### config.mk
export PLATFORM = sky130hd
export DESIGN_NAME = alu_operand_queue
export DESIGN_NICKNAME = d
export VERILOG_FILES = /design/src/rtl/alu_operand_queue.sv
export SDC_FILE = /design/constraint.sdc
export NUM_CORES = 1
export LEC_CHECK = 0
export CORE_MARGIN = 2
export CORE_UTILIZATION = 35
export CTS_CLUSTER_DIAMETER = 60
export DETAILED_ROUTE_END_ITERATION = 7
export GPL_ROUTABILITY_DRIVEN = 0
export HOLD_SLACK_MARGIN = 0.1
export PLACE_DENSITY_LB_ADDON = 0.05
export SLEW_MARGIN = 40
export SYNTH_ARGS = -nofsm -noshare
export SYNTH_HDL_FRONTEND = slang
export SYNTH_SLANG_ARGS = --single-unit
### constraint.sdc
create_clock -name clk -period 4.9 [get_ports clk]
set_input_delay 0.98 -clock clk [delete_from_list [all_inputs] [get_ports clk]]
set_output_delay 0.98 -clock clk [all_outputs]
set_load 0.03 [all_outputs]
### src/rtl/alu_operand_queue.sv
// Show-ahead operand/opcode FIFO feeding the combinational alu inputs.
// Build option ALU_QUEUE_BYPASS_EN: an empty queue forwards a request to a/b/opcode in the same cycle.
module alu_operand_queue #(
    parameter int IN_WIDTH     = 4,
    parameter int OPCODE_WIDTH = 3,
    parameter int DEPTH        = 4
) (
    input  logic                       clk,
    input  logic                       rst,
    input  logic                       in_valid,
    output logic                       in_ready,
    input  logic [IN_WIDTH-1:0]        in_a,
    input  logic [IN_WIDTH-1:0]        in_b,
    input  logic [OPCODE_WIDTH-1:0]    in_opcode,
    output logic                       out_valid,
    input  logic                       out_ready,
    output logic [IN_WIDTH-1:0]        a,
    output logic [IN_WIDTH-1:0]        b,
    output logic [OPCODE_WIDTH-1:0]    opcode,
    output logic [$clog2(DEPTH):0]     count
);

    localparam int PTR_W   = $clog2(DEPTH);
    localparam int CNT_W   = PTR_W + 1;
    localparam int ENTRY_W = OPCODE_WIDTH + 2 * IN_WIDTH;
    localparam logic [CNT_W-1:0] FULL_CNT = CNT_W'(DEPTH);

    // Entry layout: {opcode, a, b}
    logic [ENTRY_W-1:0] r_mem [DEPTH];
    logic [PTR_W-1:0]   r_wr_ptr;
    logic [PTR_W-1:0]   r_rd_ptr;
    logic [CNT_W-1:0]   r_count;

    logic               w_empty;
    logic               w_full;
    logic               w_bypass_take;
    logic               w_push;
    logic               w_pop;
    logic [ENTRY_W-1:0] w_in_entry;
    logic [ENTRY_W-1:0] w_head;
    logic [ENTRY_W-1:0] w_out_entry;
    logic               w_out_valid;

    assign w_empty    = (r_count == '0);
    assign w_full     = (r_count == FULL_CNT);
    assign w_in_entry = {in_opcode, in_a, in_b};
    assign w_head     = r_mem[r_rd_ptr];

`ifdef ALU_QUEUE_BYPASS_EN
    // A request meeting an empty queue and a ready consumer retires without touching storage.
    assign w_bypass_take = w_empty && in_valid && out_ready;
    assign w_out_valid   = !w_empty || in_valid;
    assign w_out_entry   = !w_empty ? w_head :
                           (in_valid ? w_in_entry : '0);
`else
    assign w_bypass_take = 1'b0;
    assign w_out_valid   = !w_empty;
    assign w_out_entry   = !w_empty ? w_head : '0;
`endif

    // in_ready depends on stored state only, so a pop never frees a slot in the same cycle.
    assign w_push = in_valid && !w_full && !w_bypass_take;
    assign w_pop  = !w_empty && out_ready;

    always_ff @(posedge clk) begin
        if (w_push) begin
            r_mem[r_wr_ptr] <= w_in_entry;
        end
    end

    always_ff @(posedge clk) begin
        if (rst) begin
            r_wr_ptr <= '0;
            r_rd_ptr <= '0;
            r_count  <= '0;
        end else begin
            if (w_push) begin
                r_wr_ptr <= r_wr_ptr + 1'b1;
            end
            if (w_pop) begin
                r_rd_ptr <= r_rd_ptr + 1'b1;
            end
            case ({w_push, w_pop})
                2'b10:   r_count <= r_count + 1'b1;
                2'b01:   r_count <= r_count - 1'b1;
                default: r_count <= r_count;
            endcase
        end
    end

    assign in_ready  = !w_full;
    assign out_valid = w_out_valid;
    assign count     = r_count;
    assign opcode    = w_out_entry[ENTRY_W-1 -: OPCODE_WIDTH];
    assign a         = w_out_entry[2*IN_WIDTH-1 -: IN_WIDTH];
    assign b         = w_out_entry[IN_WIDTH-1:0];

endmodule

Word level (Yosys, flattened, before mapping) --
Memory sizes are Yosys's and may differ from the RTL's. A register that Yosys moved wholly into a read port is not among the register bits. Cells that the tools add are included.
Word-level totals: register bits after elaboration 7, memory bits (writable) 44, output and inout bits 16, logic and storage cells 23, memories 1
Cells by class: add/sub/neg operators 4, eq/ne operators 3, multiplexer cells 6, reductions and logical operators 6
Memory list:
- r_mem | depth 4, width 11, read ports 1, clocked after Yosys merged registers in 1, write ports 1, RTL line 29 | logic [ENTRY_W-1:0] r_mem [DEPTH];
Operators by type and width (count):
- 11-bit two-way mux | 1
- 3-bit one-hot mux with 2 select lines | 1
- 2-bit by 1-bit adder with 2-bit output (second input constant) | 2
- 2-bit two-way mux | 2
- 3-bit by 1-bit adder with 3-bit output (second input constant) | 1
- 3-bit == test (second input constant) | 1
- 3-bit zero test | 1
- 3-bit by 1-bit subtractor with 3-bit output (second input constant) | 1
- 2-bit by 1-bit == test with 1-bit output (second input constant) | 1
- 2-bit == test (second input constant) | 1
- 1-bit logical AND | 2
- 1-bit zero test | 2
- 1-bit two-way mux | 2
- 2-bit nonzero test | 1

Logic depth before layout (Yosys ltp) --
Gate-level depths: netlist (run 1).
depth after elaboration 5, mapped depth 9, gate-level depth less buffers 9

Least setup slack after synthesis (run 1) --
No wires, ideal clock.
path type in2reg, start point in in_valid, end point reg r_count[2], in the netlist count[2], library setup time 0.070 ns, data arrival time 2.379 ns, data required time 4.830 ns, setup slack 2.451 ns, stages on the path 8, cells stage by stage a21boi_2 -> inv_1 -> ha_1 -> inv_1 -> fa_1 -> xor2_1 -> or3_1 -> a21oi_1
Between the ends: word-level cells in the longest chain between the ends 3
Ends and longest elaborated chain:
- start: declaration | RTL line 10 | input logic in_valid,
- 1-bit logical AND (*) | RTL line 62 | assign w_push = in_valid && !w_full && !w_bypass_take;
- 2-bit by 1-bit == test with 1-bit output / 2-bit == test (equally long branches) | RTL line 83 | case ({w_push, w_pop})
- 3-bit one-hot mux with 2 select lines / 2-bit nonzero test (equally long branches)
- end signal: assignment | RTL line 84 | 2'b10: r_count <= r_count + 1'b1;
- end signal: assignment | RTL line 85 | 2'b01: r_count <= r_count - 1'b1;
- end signal: assignment | RTL line 86 | default: r_count <= r_count;
- end: declaration | RTL line 32 | logic [CNT_W-1:0] r_count;
Every way passes the cells marked *; elsewhere a longest branch is shown, timed or not. A chain may end at the register's enable or synchronous reset.

==> flow_metrics.tcl, run 1 <==
set metrics [dict create \
    endpoint_kind "output pin" \
    row_count 28 \
    synth_seq_cells 53 \
    root_buffer "clkbuf_8" \
    clk_pin_slew_ns 0.09 \
    tightest_slew_ns 0.665 \
    die-area_mm2 0.00683 \
    post_cts_resized 0 \
    slowest_stage "mux4_1" \
    cellLeakagePower_nw 0.890 \
    detail_route.iter0.violations 59 \
    cts_hold_buf 0 \
    viasPerCell 4.74 \
    start_util 0.363 \
    multi_input_area_um2 607 \
    clockBufferDepth 2 \
    path_class "reg -> out" \
    powerDensity_mw_per_mm2 539 \
    design.core.area_mm2 0.00596 \
    crit_required_ns 3.92 \
    antenna_left 0 \
    max_freq_mhz 313 \
    fin_skew_ns 0.00763 \
    synthesis.area_mm2 0.00216 \
    synthCells 124 \
    rr_startpoint "count[1]" \
    hold_path_end "r_rd_ptr[1]" \
    timing.rr.end "count[2]" \
    synth_top_cell_by_area "edfxtp_1" \
    drt-wirelength-per-cell_um 16.1 \
    grt_pass1_wl_um 5890 \
    die_x_um 82.6 \
    yosysMostFrequentCell "edfxtp_1" \
    rsz0062_at_grt "false" \
    setup-violations-final 0 \
    port_buffers 30 \
    die_y_um 82.6 \
    first_pass_iters 4 \
    fin_setup_tns_ns 0 \
    synthArstFlopShare 0 \
    finalMaxSlewViolations 0 \
    critPathLaunchType "flip-flop" \
    drive_gt1_frac 0.157 \
    seq_area_frac_synth 0.694 \
    layout_min_cycle_time_ns 3.19 \
    register_area_mm2 0.00150 \
    cap_violations 0 \
    placed_area_mm2 0.00254 \
    drc 0 \
    cp_max_fo 11 \
    syn_nets 145 \
    wirelength_um 3770 \
    hp-class "reg -> reg" \
    fin_util 0.446 \
    synth_cell_types 25 \
    worstPathArrival_ns 2.21 \
    path_cells "mux4_1, nor2b_1, clkdlybuf4s50_1" \
    grt_max_degree 18 \
    synthFlopType "edfxtp_1" \
    reg2regPathDepth 9 \
    overflow 0 \
    worstHoldStart "r_rd_ptr[1]" \
    peakVddDrop_uv 199 \
    num_antenna_cells 0 \
    synth_commonest_cells "44 x edfxtp_1, 10 x mux4_2, 9 x dfxtp_1, 9 x nor2b_1" \
    fillCellCount 538 \
    grt_usage 0.125 \
    area_growth_pct 22.7 \
    h-tree-depth 2 \
    min_period_over_period 0.651 \
    routed-via-count 1108 \
    hpwl_um 2450 \
    maxSlewHeadroom 0.557 \
    ys_warn_count 0 \
    grt_pass1_vias 1143 \
    final_net_count 179 \
    syn_area_per_cell_um2 17.4 \
    clk_latency_ns 0.30 \
    antenna_found_initial 0 \
    hold_violations 0 \
    whs_path_depth 2 \
    max_stage_delay_ns 0.60 \
    yosysTopAreaCellShare 0.611 \
    cts_buffers 5 \
    ys_top_cells_by_area "edfxtp_1 61%, mux4_2 10%, dfxtp_1 8.3%, ha_1 2.9%, nor2b_1 2.6%" \
    finalInstanceArea_mm2 0.00265 \
    r2r_slack_ns 2.79 \
    post_cts_buffers 0 \
    clock_sinks 53 \
    ios 31 \
    cts_tree "done" \
    synth-edff-count 44 \
    status "completed" \
]
-- through the flow --
step	std cells	total power [W]	hold WS (ns)	setup slack, ns
after detailed placement	226	0.00116	0.498	1.67
after floorplan	124	0.000963	0.459	2.45
after CTS	234	0.00146	0.511	1.33
after global routing	234	0.00152	0.539	1.56
final	234	0.00143	0.500	1.71
after global placement	226	0.00115	0.470	1.68
-- critical path: cells and delay by family, from the launching register on --
kind / cells / cell delay, ns
muxes: 1 / 0.60
DFF: 1 / 0.59
and+or+nand+nor: 1 / 0.14
buffers and inverters: 1 / 0.59
-- kinds of logic (layout without fill, tap and decap cells) --
| family | count (synthesis) | count (layout) | synth area share |
|---|---|---|---|
| DFF | 53 | 53 | 0.694 |
| and+or+nand+nor | 30 | 30 | 0.0839 |
| muxes | 13 | 13 | 0.126 |
| buffers and inverters | 12 | 47 | 0.0254 |
| AOI/OAI and AO/OA | 7 | 7 | 0.0202 |
| adders and majority gates | 6 | 6 | 0.0382 |
| xor gates and xnor gates | 3 | 3 | 0.0121 |
-- per-layer routing --
| metal | part of all wire | wire length, um | up-vias | track usage |
|---|---|---|---|---|
| met5 | 0 | 0 | - | 0 |
| met4 | 0.013 | 50 | 0 | 0.0393 |
| met3 | 0.033 | 125 | 5 | 0.0391 |
| met2 | 0.51 | 1930 | 21 | 0.211 |
| met1 | 0.44 | 1660 | 559 | 0.152 |
| li1 | - | - | 523 | - |
-- layout make-up --
class,count,share of cell area
tap,75,0.0354
multi-input combinational,59,0.229
inverter,8,0.0113
sequential,53,0.566
clock buffer,5,0.0259
timing repair buffer,31,0.116
clock inverter,3,0.0165
-- registers in the layout, summed over array words and instances (netlist names), named ones only --
name,count
count,3
r_rd_ptr,2
r_wr_ptr,2
r_mem,44
-- report_power, final --
group	total (W)	leakage [nW]	switching [W]	internal, W
logic	0.000528	0.354	0.000276	0.000252
registers	0.000608	0.478	0.0000591	0.000549
clock network	0.000295	0.0585	0.000142	0.000153
total	0.00143	0.890	0.000477	0.000954
-- worst max path at each step --
stage              start       end  slack (ns)  depth (start not counted)
2_1_floorplan   in_valid  count[2]        2.45                          8
3_3_place_gp   flip-flop      a[2]        1.68                          3
3_5_place_dp   flip-flop      a[2]        1.67                          3
4_1_cts        flip-flop      a[2]        1.33                          3
5_1_grt        flip-flop      a[2]        1.56                          3
6_report       flip-flop      a[2]        1.71                          3
-- placed cells by master, fill, tap and decap left out, drive strengths merged --
master	instances
edfxtp	44
clkdlybuf4s50	30
mux4	11
nor2b	11
inv	9
dfxtp	9
nor2	8
ha	5
clkbuf	5
and2	4
xor2	3
a21oi	3
nand2	2
o21ai	2
or3	2
nand2b	2
o31ai	1
nor3	1
a21boi	1
mux2	1
mux2i	1
fa	1
bufinv	1
clkinv	1
buf	1
Note: power is estimated with default switching activity, not from simulation.
==> run 2, diff against run 1 <==
==> constraint.sdc (replaced) <==
create_clock -name clk -period 2.92 [get_ports clk]
set_input_delay 0.584 -clock clk [delete_from_list [all_inputs] [get_ports clk]]
set_output_delay 0.584 -clock clk [all_outputs]
set_load 0.03 [all_outputs]
==> run 2 against run 1 <==
  * Clock power grew 57%
  * Sequential power rose by 60%
  * Cell count is 3.0% higher
  * Die area did not move
  * Wire length fell by 0.74%
  * Power up 68%
  * Combinational power grew 83%
  * Non-clock buffer count grew 7
==> flow_metrics.tcl, run 2 (same netlist as run 1, synthesis figures left out) <==
set metrics [dict create \
    status "completed" \
    cp_max_fo 7 \
    antenna_left 0 \
    min_period_over_period 0.916 \
    final_common_cell "edfxtp_1" \
    row_count 28 \
    port_buffers 30 \
    clockBufferDepth 2 \
    final_net_count 186 \
    die_x_um 82.6 \
    endpoint_kind "output pin" \
    rr_startpoint "count[0]" \
    drt-wirelength-per-cell_um 15.5 \
    design.core.area_mm2 0.00596 \
    cts_hold_buf 0 \
    post_cts_buffers 0 \
    routed-via-count 1143 \
    path_class "reg -> out" \
    largest_reg_flops 44 \
    max_freq_mhz 374 \
    cap_violations 0 \
    die_y_um 82.6 \
    clk_pin_slew_ns 0.08 \
    rsz0062_at_grt "false" \
    area_growth_pct 24.8 \
    finalMaxSlewViolations 0 \
    hpwl_um 2580 \
    hold_violations 0 \
    drc 0 \
    ios 31 \
    peakVddDrop_uv 317 \
    crit_required_ns 2.34 \
    grt_pass1_wl_um 5940 \
    r2r_slack_ns 0.86 \
    cts_tree "done" \
    placed_cells 233 \
    worstPathArrival_ns 2.09 \
    whs_path_depth 2 \
    fin_util 0.453 \
    setup-violations-final 0 \
    layout_common_cells "44 x edfxtp_1, 30 x clkdlybuf4s50_1, 10 x mux4_2" \
    critPathLaunchType "flip-flop" \
    first_pass_iters 4 \
    start_util 0.363 \
    grt_usage 0.125 \
    wirelength_um 3750 \
    layout_min_cycle_time_ns 2.68 \
    grt_max_degree 16 \
    detail_route.iter0.violations 61 \
    num_antenna_cells 0 \
    final-instance-count-excl-fill 241 \
    crit_end "opcode[0]" \
    h-tree-depth 2 \
    clock_sinks 53 \
    maxSlewHeadroom 0.772 \
    grt_pass1_vias 1193 \
    cellLeakagePower_nw 0.921 \
    fillCellCount 536 \
    tightest_slew_ns 0.341 \
    root_buffer "clkbuf_8" \
    cts_buffers 5 \
    top_register "r_mem" \
    reg2regPathDepth 9 \
    timing.rr.end "count[2]" \
    hp-class "reg -> reg" \
    viasPerCell 4.74 \
    drive_gt1_frac 0.175 \
    fin_setup_tns_ns 0 \
    fin_skew_ns 0.00292 \
    antenna_found_initial 0 \
    clk_latency_ns 0.29 \
    powerDensity_mw_per_mm2 890 \
    die-area_mm2 0.00683 \
    post_cts_resized 0 \
    overflow 0 \
]
run 2: per-layer routing:
metal  GRT usage  vias up  wire [um]
met1       0.146      578       1410
met4      0.0393        0         46
met2       0.221       23       2090
met3      0.0380        6        201
met5           0        -          0
li1            -      536          -
run 2: area by class of cell:
| cell class | instances | area [um^2] | area share |
|---|---|---|---|
| clock buffers | 6 | 72.6 | 0.0269 |
| clock inverters | 2 | 33.8 | 0.0125 |
| inverters | 8 | 30.0 | 0.0111 |
| multi-input cells | 59 | 607 | 0.225 |
| flip-flops and latches | 53 | 1500 | 0.556 |
| well taps | 75 | 93.8 | 0.0348 |
| repair buffers | 38 | 360 | 0.134 |
run 2: worst min-delay path by stage:
| stage | from | to |
|---|---|---|
| 3_3_place_gp | r_rd_ptr[1] | flip-flop |
| 4_1_cts | r_rd_ptr[1] | flip-flop |
| 5_1_grt | r_rd_ptr[1] | flip-flop |
| 6_report | r_rd_ptr[1] | flip-flop |
| 2_1_floorplan | r_rd_ptr[1] | flip-flop |
| 3_5_place_dp | r_rd_ptr[1] | r_rd_ptr[1] |
run 2: per-stage QoR:
| step | instance area (um^2) | hold WS (ns) | worst slack (ns) | power (W) |
|---|---|---|---|---|
| 2_1_floorplan | 2160 | 0.459 | 0.867 | 0.00162 |
| 3_3_place_gp | 2590 | 0.471 | 0.436 | 0.00197 |
| 3_5_place_dp | 2590 | 0.484 | 0.349 | 0.00198 |
| 4_1_cts | 2700 | 0.496 | 0.195 | 0.00245 |
| 5_1_grt | 2700 | 0.537 | 0.122 | 0.00255 |
| 6_report | 2700 | 0.496 | 0.245 | 0.00240 |
run 2: power breakdown:
part	internal, W	switching, W	total (W)
Combinational	0.000452	0.000516	0.000968
Sequential	0.000918	0.0000524	0.000970
Clock	0.000253	0.000210	0.000462
run 2: worst max-delay path, cell delays in order, from the launching register on:
cell,delay (ns)
dfxtp_1,0.33
buf_4,0.21
mux4_2,0.50
nor2b_1,0.16
clkdlybuf4s50_1,0.60
